File: config.mk
export PLATFORM = sky130hd
export DESIGN_NAME = decode_stage
export DESIGN_NICKNAME = d
export VERILOG_FILES = /design/src/rtl/mips_pkg.sv /design/src/rtl/decode_table.sv /design/src/rtl/decode_stage.sv
export SDC_FILE = /design/constraint.sdc
export NUM_CORES = 1
export LEC_CHECK = 0
export CORE_MARGIN = 4
export CORE_UTILIZATION = 43
export CTS_CLUSTER_DIAMETER = 100
export DETAILED_ROUTE_END_ITERATION = 7
export PLACE_DENSITY_LB_ADDON = 0.08
export RECOVER_POWER = 100
export SLEW_MARGIN = 0
export SYNTH_ARGS = -nofsm -noshare
export SYNTH_HDL_FRONTEND = slang
export SYNTH_SLANG_ARGS = --single-unit
File: constraint.sdc
create_clock -name clk -period 3 [get_ports clk]
set_clock_uncertainty 0.15 [all_clocks]
set_input_delay 0.3 -clock clk [delete_from_list [all_inputs] [get_ports clk]]
set_output_delay 0.3 -clock clk [all_outputs]
set_load 0.03 [all_outputs]
File: src/rtl/mips_pkg.sv
// rtl/mips_pkg.sv - MIPS opcode/func constants, ALU codes and the decode control bundle
package mips_pkg;

  localparam logic [5:0] OP_RTYPE = 6'b000000;
  localparam logic [5:0] OP_J     = 6'b000010;
  localparam logic [5:0] OP_JAL   = 6'b000011;
  localparam logic [5:0] OP_BEQ   = 6'b000100;
  localparam logic [5:0] OP_BNE   = 6'b000101;
  localparam logic [5:0] OP_ADDIU = 6'b001001;
  localparam logic [5:0] OP_ANDI  = 6'b001100;
  localparam logic [5:0] OP_LUI   = 6'b001111;
  localparam logic [5:0] OP_LW    = 6'b100011;
  localparam logic [5:0] OP_SW    = 6'b101011;

  localparam logic [5:0] FN_JR    = 6'b001000;
  localparam logic [5:0] FN_ADDU  = 6'b100001;
  localparam logic [5:0] FN_OR    = 6'b100101;
  localparam logic [5:0] FN_SLTU  = 6'b101011;

  typedef enum logic [1:0] {
    DST_RT = 2'd0,
    DST_RD = 2'd1,
    DST_RA = 2'd2
  } dst_reg_t;

  typedef enum logic [1:0] {
    JMP_NONE = 2'd0,
    JMP_JAL  = 2'd1,
    JMP_J    = 2'd2,
    JMP_JR   = 2'd3
  } jmp_t;

  typedef enum logic [3:0] {
    ALU_INVALID = 4'd0,
    ALU_ADDU    = 4'd1,
    ALU_OR      = 4'd2,
    ALU_ADDIU   = 4'd3,
    ALU_SW      = 4'd4,
    ALU_LW      = 4'd5,
    ALU_BNE     = 4'd6,
    ALU_JAL     = 4'd7,
    ALU_J       = 4'd8,
    ALU_JR      = 4'd9,
    ALU_BEQ     = 4'd10,
    ALU_SLTU    = 4'd11,
    ALU_ANDI    = 4'd12,
    ALU_LUI     = 4'd13
  } alu_ctrl_t;

  typedef struct packed {
    logic      write_reg;
    logic      write_mem;
    logic      use_imm;
    logic      read_ram;
    dst_reg_t  dst_reg;
    jmp_t      jmp;
    logic      branch;
    alu_ctrl_t alu;
    logic      illegal;
  } ctrl_t;

  localparam ctrl_t CTRL_ILLEGAL = '{
    write_reg: 1'b0, write_mem: 1'b0, use_imm: 1'b0, read_ram: 1'b0,
    dst_reg: DST_RT, jmp: JMP_NONE, branch: 1'b0, alu: ALU_INVALID, illegal: 1'b1
  };

  // Legal baseline: all control bits clear; callers set what the opcode needs.
  function automatic ctrl_t legal_ctrl(input alu_ctrl_t alu);
    ctrl_t c;
    c         = CTRL_ILLEGAL;
    c.illegal = 1'b0;
    c.alu     = alu;
    return c;
  endfunction

endpackage

File: src/rtl/decode_table.sv
// rtl/decode_table.sv - combinational opcode/func to control bundle, register usage and immediate
// Optional encodings (beq, sltu, andi, lui) are enabled by DECODE_EXT_EN.
module decode_table
  import mips_pkg::*;
(
  input  logic [5:0]  opcode,
  input  logic [15:0] imm16,
  output ctrl_t       ctrl,
  output logic        uses_rs,
  output logic        uses_rt,
  output logic [31:0] imm
);

  logic [5:0] func;
  assign func = imm16[5:0];

  always_comb begin
    ctrl    = CTRL_ILLEGAL;
    uses_rs = 1'b0;
    uses_rt = 1'b0;
    imm     = {{16{imm16[15]}}, imm16};
    case (opcode)
      OP_RTYPE: begin
        case (func)
          FN_ADDU: begin
            ctrl = legal_ctrl(ALU_ADDU);
            ctrl.write_reg = 1'b1;
            ctrl.dst_reg   = DST_RD;
            uses_rs = 1'b1;
            uses_rt = 1'b1;
          end
          FN_OR: begin
            ctrl = legal_ctrl(ALU_OR);
            ctrl.write_reg = 1'b1;
            ctrl.dst_reg   = DST_RD;
            uses_rs = 1'b1;
            uses_rt = 1'b1;
          end
          FN_JR: begin
            ctrl = legal_ctrl(ALU_JR);
            ctrl.dst_reg = DST_RD;
            ctrl.jmp     = JMP_JR;
            uses_rs = 1'b1;
          end
`ifdef DECODE_EXT_EN
          FN_SLTU: begin
            ctrl = legal_ctrl(ALU_SLTU);
            ctrl.write_reg = 1'b1;
            ctrl.dst_reg   = DST_RD;
            uses_rs = 1'b1;
            uses_rt = 1'b1;
          end
`endif
          default: ;
        endcase
      end
      OP_ADDIU: begin
        ctrl = legal_ctrl(ALU_ADDIU);
        ctrl.write_reg = 1'b1;
        ctrl.use_imm   = 1'b1;
        uses_rs = 1'b1;
      end
      OP_SW: begin
        ctrl = legal_ctrl(ALU_SW);
        ctrl.write_mem = 1'b1;
        ctrl.use_imm   = 1'b1;
        uses_rs = 1'b1;
        uses_rt = 1'b1;
      end
      OP_LW: begin
        ctrl = legal_ctrl(ALU_LW);
        ctrl.write_reg = 1'b1;
        ctrl.use_imm   = 1'b1;
        ctrl.read_ram  = 1'b1;
        uses_rs = 1'b1;
      end
      OP_BNE: begin
        ctrl = legal_ctrl(ALU_BNE);
        ctrl.branch = 1'b1;
        uses_rs = 1'b1;
        uses_rt = 1'b1;
      end
      OP_JAL: begin
        ctrl = legal_ctrl(ALU_JAL);
        ctrl.write_reg = 1'b1;
        ctrl.dst_reg   = DST_RA;
        ctrl.jmp       = JMP_JAL;
      end
      OP_J: begin
        ctrl = legal_ctrl(ALU_J);
        ctrl.dst_reg = DST_RA;
        ctrl.jmp     = JMP_J;
      end
`ifdef DECODE_EXT_EN
      OP_BEQ: begin
        ctrl = legal_ctrl(ALU_BEQ);
        ctrl.branch = 1'b1;
        uses_rs = 1'b1;
        uses_rt = 1'b1;
      end
      OP_ANDI: begin
        ctrl = legal_ctrl(ALU_ANDI);
        ctrl.write_reg = 1'b1;
        ctrl.use_imm   = 1'b1;
        uses_rs = 1'b1;
        imm     = {16'h0000, imm16};
      end
      OP_LUI: begin
        ctrl = legal_ctrl(ALU_LUI);
        ctrl.write_reg = 1'b1;
        ctrl.use_imm   = 1'b1;
        imm     = {imm16, 16'h0000};
      end
`endif
      default: ;
    endcase
  end

endmodule

File: src/rtl/decode_stage.sv
// rtl/decode_stage.sv - registered handshaked decode stage with load-use bubble, flush and stall counter
// Extended encodings come from decode_table when DECODE_EXT_EN is defined.
module decode_stage
  import mips_pkg::*;
#(
  parameter int PC_W        = 32,
  parameter int STALL_CNT_W = 16
) (
  input  logic                   clk,
  input  logic                   rst_n,
  input  logic                   flush,
  input  logic                   in_valid,
  output logic                   in_ready,
  input  logic [31:0]            in_instr,
  input  logic [PC_W-1:0]        in_pc,
  output logic                   out_valid,
  input  logic                   out_ready,
  output logic                   out_write_reg,
  output logic                   out_write_mem,
  output logic                   out_use_imm,
  output logic                   out_read_ram,
  output logic                   out_branch,
  output logic [1:0]             out_dst_reg,
  output logic [1:0]             out_jmp,
  output logic [3:0]             out_alu_ctrl,
  output logic [4:0]             out_rs,
  output logic [4:0]             out_rt,
  output logic [4:0]             out_rd,
  output logic [31:0]            out_imm,
  output logic [PC_W-1:0]        out_jtarget,
  output logic [PC_W-1:0]        out_pc,
  output logic                   out_illegal,
  output logic [STALL_CNT_W-1:0] stall_cnt
);

  ctrl_t            dec_ctrl;
  ctrl_t            out_ctrl_q;
  logic             dec_uses_rs;
  logic             dec_uses_rt;
  logic [31:0]      dec_imm;
  logic [4:0]       in_rs;
  logic [4:0]       in_rt;
  logic [PC_W-29:0] jt_hi;
  logic             hazard;
  logic             accept;
  logic             bubble;

  decode_table u_decode_table (
    .opcode  (in_instr[31:26]),
    .imm16   (in_instr[15:0]),
    .ctrl    (dec_ctrl),
    .uses_rs (dec_uses_rs),
    .uses_rt (dec_uses_rt),
    .imm     (dec_imm)
  );

  assign in_rs = in_instr[25:21];
  assign in_rt = in_instr[20:16];

  // Upper bits of pc+4: a carry reaches bit 28 only when pc[27:2] is all ones.
  assign jt_hi = in_pc[PC_W-1:28] + (PC_W-28)'(&in_pc[27:2]);

  assign hazard = out_valid && out_ctrl_q.read_ram && (out_rt != 5'd0) &&
                  ((dec_uses_rs && (in_rs == out_rt)) || (dec_uses_rt && (in_rt == out_rt)));
  assign in_ready = !flush && (!out_valid || out_ready) && !hazard;
  assign accept   = in_valid && in_ready;
  assign bubble   = in_valid && hazard && !flush && out_ready;

  assign out_write_reg = out_ctrl_q.write_reg;
  assign out_write_mem = out_ctrl_q.write_mem;
  assign out_use_imm   = out_ctrl_q.use_imm;
  assign out_read_ram  = out_ctrl_q.read_ram;
  assign out_branch    = out_ctrl_q.branch;
  assign out_dst_reg   = out_ctrl_q.dst_reg;
  assign out_jmp       = out_ctrl_q.jmp;
  assign out_alu_ctrl  = out_ctrl_q.alu;
  assign out_illegal   = out_ctrl_q.illegal;

  always_ff @(posedge clk or negedge rst_n) begin
    if (!rst_n) begin
      out_valid   <= 1'b0;
      out_ctrl_q  <= '0;
      out_rs      <= '0;
      out_rt      <= '0;
      out_rd      <= '0;
      out_imm     <= '0;
      out_jtarget <= '0;
      out_pc      <= '0;
      stall_cnt   <= '0;
    end else begin
      if (flush) begin
        out_valid <= 1'b0;
      end else if (accept) begin
        out_valid   <= 1'b1;
        out_ctrl_q  <= dec_ctrl;
        out_rs      <= in_rs;
        out_rt      <= in_rt;
        out_rd      <= in_instr[15:11];
        out_imm     <= dec_imm;
        out_jtarget <= {jt_hi, in_instr[25:0], 2'b00};
        out_pc      <= in_pc;
      end else if (out_valid && out_ready) begin
        out_valid <= 1'b0;
      end
      if (bubble && (stall_cnt != '1)) begin
        stall_cnt <= stall_cnt + STALL_CNT_W'(1);
      end
    end
  end

endmodule
After elaboration in Yosys (flattened, before gate mapping)
Cells that the tools add are included.
{"block": "word_totals", "output_inout_bits": 143, "wordCells": 68, "in_bits": 69, "reg_bits": 124}
{"block": "op_classes", "mux": 9, "n_addsub": 2, "n_eq_ne": 12, "n_reduce_logical": 27, "n_bitwise": 1}
{"operator": "case mux 14 bit (7 select lines)", "n": 1}
{"operator": "case mux 14 bit (3 select lines)", "n": 1}
{"operator": "AND reduction 26 bit", "n": 1}
{"operator": "== test 6 bit, second input constant", "n": 4}
{"operator": "adder 16 x 1 -> 16 bit, second input constant", "n": 1}
{"operator": "inequality test 16 bit, second input constant", "n": 1}
{"operator": "logical AND 1 bit", "n": 13}
{"operator": "== test 6 x 2 -> 1 bit, second input constant", "n": 2}
{"operator": "== test 6 x 4 -> 1 bit, second input constant", "n": 2}
{"operator": "== test 5 bit", "n": 2}
{"operator": "== test 6 x 3 -> 1 bit, second input constant", "n": 1}
{"operator": "zero test 6 bit", "n": 1}
{"operator": "two-way mux 1 bit", "n": 5}
{"operator": "nonzero test 5 bit", "n": 1}
{"operator": "adder 4 x 1 -> 4 bit", "n": 1}
{"operator": "case mux 1 bit (2 select lines)", "n": 2}
{"operator": "OR reduction 2 bit", "n": 2}
{"operator": "OR reduction 4 bit", "n": 1}
{"operator": "zero test 1 bit", "n": 3}
{"operator": "nonzero test 3 bit", "n": 1}
{"operator": "OR reduction 3 bit", "n": 1}
{"operator": "logical OR 1 bit", "n": 2}
{"operator": "AND reduction 2 bit", "n": 1}
{"operator": "inverter 1 bit", "n": 1}

Logic depth before layout (Yosys ltp)
{"block": "depth", "ltp_word": 12, "ltp_mapped": 9, "mapped_depth_nobuf": 7}

Cells and area by module
A second synthesis with hierarchy kept.
{"block": "hier_totals", "hier_cells": 458, "hier_area_um2": 5866.9}
{"mod": "decode_stage", "seq_area_each_um2": 3128.0, "cells_per_inst": 368, "n_inst": 1, "area_per_inst_um2": 5265.0}
{"mod": "decode_table", "seq_area_each_um2": 0.0, "cells_per_inst": 90, "n_inst": 1, "area_per_inst_um2": 601.8}

Worst setup path before layout
OpenSTA, ideal clock, no wires.
{"block": "synth_timing", "kind": "in2reg", "start": "in in_instr[31]", "end": "reg out_imm[0]", "arrival_time_ps": 2427, "required_ps": 2725, "slack_ps": 297, "setup_ps": 125, "cell_stages": 9, "n_path_buf": 3, "path_cell_list": "buf_2 -> or4b_4 -> a21o_1 -> a2111oi_4 -> o21bai_2 -> and3_4 -> buf_6 -> buf_6 -> mux2_4"}
{"block": "synth_between", "elab_chain_cells": 10, "word_cells_on_any_way": 17, "cone_classes": "eq/ne: 4; mux: 2; reduce/logical: 11"}
{"element": "start, declared", "line": "decode_stage.sv:14", "source": "input logic [31:0] in_instr,"}
{"element": "== test 6 x 4 -> 1 bit (tied with other cells)", "line": "decode_table.sv:22", "source": "case (opcode)"}
{"element": "OR reduction 4 bit (no line) / OR reduction 2 bit (equally long branches)"}
{"element": "case mux 1 bit (2 select lines)", "line": "decode_table.sv:22"}
{"element": "logical AND 1 bit", "line": "decode_stage.sv:64", "source": "((dec_uses_rs && (in_rs == out_rt)) || (dec_uses_rt && (in_rt == out_rt)));"}
{"element": "logical OR 1 bit (*)", "line": "decode_stage.sv:64"}
{"element": "logical AND 1 bit (*)", "line": "decode_stage.sv:63", "source": "assign hazard = out_valid && out_ctrl_q.read_ram && (out_rt != 5'd0) &&"}
{"element": "zero test 1 bit (*)", "line": "decode_stage.sv:65", "source": "assign in_ready = !flush && (!out_valid || out_ready) && !hazard;"}
{"element": "logical AND 1 bit (*)", "line": "decode_stage.sv:65"}
{"element": "logical AND 1 bit (*)", "line": "decode_stage.sv:66", "source": "assign accept = in_valid && in_ready;"}
{"element": "AND reduction 2 bit (no line) (*)"}
{"element": "end signal, assigned", "line": "decode_stage.sv:99", "source": "out_imm <= dec_imm;"}
{"element": "end, declared", "line": "decode_stage.sv:29", "source": "output logic [31:0] out_imm,"}
Every way passes the cells marked *; elsewhere a longest branch is shown, timed or not.
A chain may end at the register's enable or synchronous reset.

Final worst setup path
{"block": "layout_timing", "start": "in in_instr[28]", "end": "out in_ready"}
{"block": "layout_between", "elab_chain_cells": 8, "word_cells_on_any_way": 15, "cone_classes": "eq/ne: 4; mux: 2; reduce/logical: 9"}
{"element": "== test 6 x 4 -> 1 bit (tied with other cells)", "line": "decode_table.sv:22"}
{"element": "OR reduction 4 bit (no line) / OR reduction 2 bit (equally long branches)"}
{"element": "case mux 1 bit (2 select lines)", "line": "decode_table.sv:22"}
{"element": "logical AND 1 bit", "line": "decode_stage.sv:64"}
{"element": "logical OR 1 bit (*)", "line": "decode_stage.sv:64"}
{"element": "logical AND 1 bit (*)", "line": "decode_stage.sv:63"}
{"element": "zero test 1 bit (*)", "line": "decode_stage.sv:65"}
{"element": "logical AND 1 bit (*)", "line": "decode_stage.sv:65"}
{"element": "end, declared", "line": "decode_stage.sv:13", "source": "output logic in_ready,"}
Marks and branches as above.

==> metrics <==
number of max-cap violations 0; R2R cell count 7; register bit count reported by yosys 92; Pins Over Slew Limit 0; achievable clock frequency about 0.34 GHz; area leader, netlist dfrtp_1; CP startpoint kind primary input; Initial Util 44.08%; post-synth cell types 44; CTS tree built; largest registers out_pc x32, stall_cnt x16, out_imm x11; DRT Wirelength roughly 12000 um; Clk pin slew, worst setup/hold paths approximately 0.090 ns; total gr overflow 0; headroom to the max-slew limit 9.990%; Reg with most FFs out_pc; endpoints failing hold 0; crit path max fanout 4; peak supply drop roughly 0.3 mV; H-tree depth 3; Pleak roughly 3 nW; nets@finish 637; Tcrit/Tclk final 97.35%; most common cell after layout, fill and taps aside dlygate4sd3_1; Top Usage Layer GRT met2; ranking of synthesized cells by area dfrtp_1, mux2_4, buf_4; power per cell area 550.8 mW/mm^2; met1 usage 22.77%; worst-case clock buffer depth 2; Synth Instances 380; clock period minus worst slack 2.921 ns; status complete, no violations; Die ar. about 0.013 mm^2; asr flop ratio synth 100.0%; Placer Congestion 0.8887; GRT Total Usage 18.73%; total number of yosys warnings 0; post-route cell area 0.006900 mm^2; Iter 0 DRT Violations between 100 and 150; largest net degree at the start of global routing 55; P&R area growth vs syn 43.77%; post-synthesis cell area 0.004800 mm^2; pre-CTS WS -0.3139 ns; Worst EP required around 2.6 ns; M3 GR Usage 6.472%; row count 38; Mean Syn Cell Area 12.63 um^2; via count 3503; most frequent cells in the layout dlygate4sd3_1, dfrtp_1, clkdlybuf4s50_1, mux2_1, mux2_2; fillcell total approximately 930; DR pass1 iterations 4; chip width 113.7 um; core footprint 0.01089 mm^2; area post-placement 0.006850 mm^2; IO Port Bufs 209; CTS root buffer clkbuf_8; share of the synthesized area in the top cell type roughly 48%; RSZ-0062 raised after global routing no; Vias/cell 4.934; Worst Tran Pin Value 1.350 ns; share of layout cells above drive strength 1 between 10% and 20%; initial antenna violation count 0; DRC viols 0; met2 Use GR a little under a third; first-pass GRT wire length 19260 um; final setup fails 0; CP endpoint kind output port; hold path depth 1; number of global-route vias before repair roughly 3700; total power roughly 0.0038 W; remaining antenna violation count 0; fin worst setup slack between 0.07 and 0.08 ns; detailed placement HPWL 9232 um; CP Data Arrival Time roughly 2.5 ns; Die Ht roughly 110 um; max FFs per register 32; Clock Latency Late Sink about 0.36 ns; sequential area share after synthesis 47.97%; CP Class primary input to output port; # clock sinks 92; number of synthesized flops with an enable pin 0; ant diodes 0; Synth Flop Type dfrtp_1; Hold Path Class flop to flop; I/O pin cnt 212; wire per inst 16.78 um; cts bufs inserted 9
path summary, 6_finish.rpt:
kind,startpoint,to,slack (ns)
min in group asynchronous,rst_n,out_jtarget[27],0.60
max,in_instr[28],in_ready,0.08
min reg2reg,stall_cnt[10],stall_cnt[10],0.34
max reg2reg,out_rt[1],out_rd[2],0.18
min,stall_cnt[10],stall_cnt[10],0.34
max in group asynchronous,rst_n,out_rd[1],0.48
synthesized netlist by cell type (3+ instances only):
| cell | count |
|---|---|
| buf_6 | 6 |
| nor3_1 | 11 |
| xor2_1 | 18 |
| ha_1 | 3 |
| or4_1 | 4 |
| xnor2_1 | 9 |
| nand3_1 | 12 |
| buf_4 | 50 |
| clkbuf_1 | 4 |
| mux2_4 | 48 |
| and2_1 | 3 |
| nor4_1 | 9 |
| o21ai_0 | 5 |
| nand2_1 | 15 |
| mux2_2 | 27 |
| inv_1 | 5 |
| nor2_1 | 11 |
| nand4_1 | 9 |
| nand2b_1 | 3 |
| dfrtp_1 | 92 |
| buf_2 | 5 |
report_power, final:
part | switching (W) | total (W) | leakage (nW) | internal, W
logic | 0.000817 | 0.00138 | 1.75 | 0.000566
clock network | 0.000450 | 0.000924 | 0.106 | 0.000473
registers | 0.000106 | 0.00149 | 1.14 | 0.00139
total | 0.00137 | 0.00380 | 3.00 | 0.00243
layout make-up:
class,instances,area (um^2),area share [%]
multi-input cells,219,1878,27.22
clock buffers,9,123.9,1.795
clock inverters,7,97.59,1.414
flip-flops and latches,92,2302,33.36
repair buffers,238,2305,33.40
well taps,140,175.2,2.539
inverters,5,18.77,0.2720
worst max-delay path: stages:
cell             delay (ns)
clkdlybuf4s50_1        0.57
or4b_4                 0.50
a21o_1                 0.20
a2111oi_4              0.32
o21bai_2               0.14
and2_1                 0.16
clkdlybuf4s15_2        0.28
through the flow:
step / std cells / util [%] / TNS (ns) / hold WS (ns)
final: 710 / 63.38 / 0 / 0.3363
after global routing: 710 / 63.38 / 0 / 0.3623
after CTS: 709 / 65.16 / 0 / 0.3424
after detailed placement: 692 / 62.92 / -20.41 / 0.2517
after global placement: 692 / 62.92 / -17.74 / 0.2526
after floorplan: 381 / - / 0 / -0.1456
cells by family (layout without fill, tap and decap cells):
logic type               count (synthesis)  count (layout)  synth area share (%)
AO/OA/AOI/OAI                           19              19                 3.363
XOR/XNOR                                27              27                 4.927
adder cells (fa/ha/maj)                  3               3                0.7821
buffers and inverters                   70             259                 10.45
flip-flops                              92              92                 47.97
multiplexers                            77              77                 21.77
other                                    1               2               0.07813
AND/OR/NAND/NOR                         91              91                 10.66
routing by layer:
layer,vias to the layer above,share of wire (%)
li1,1659,-
met5,-,0
met1,1704,41
met4,0,1.5
met3,16,7.7
met2,124,50
what timing repair did:
action                     4_1_cts  5_1_grt
hold buffers                     1        0
hold endpoints to repair        53        0
resized for setup                6        4
pin swaps                        0        1
setup endpoints to repair        1        1
buffers inserted                 0        1
Note: power is estimated with default switching activity, not from simulation.
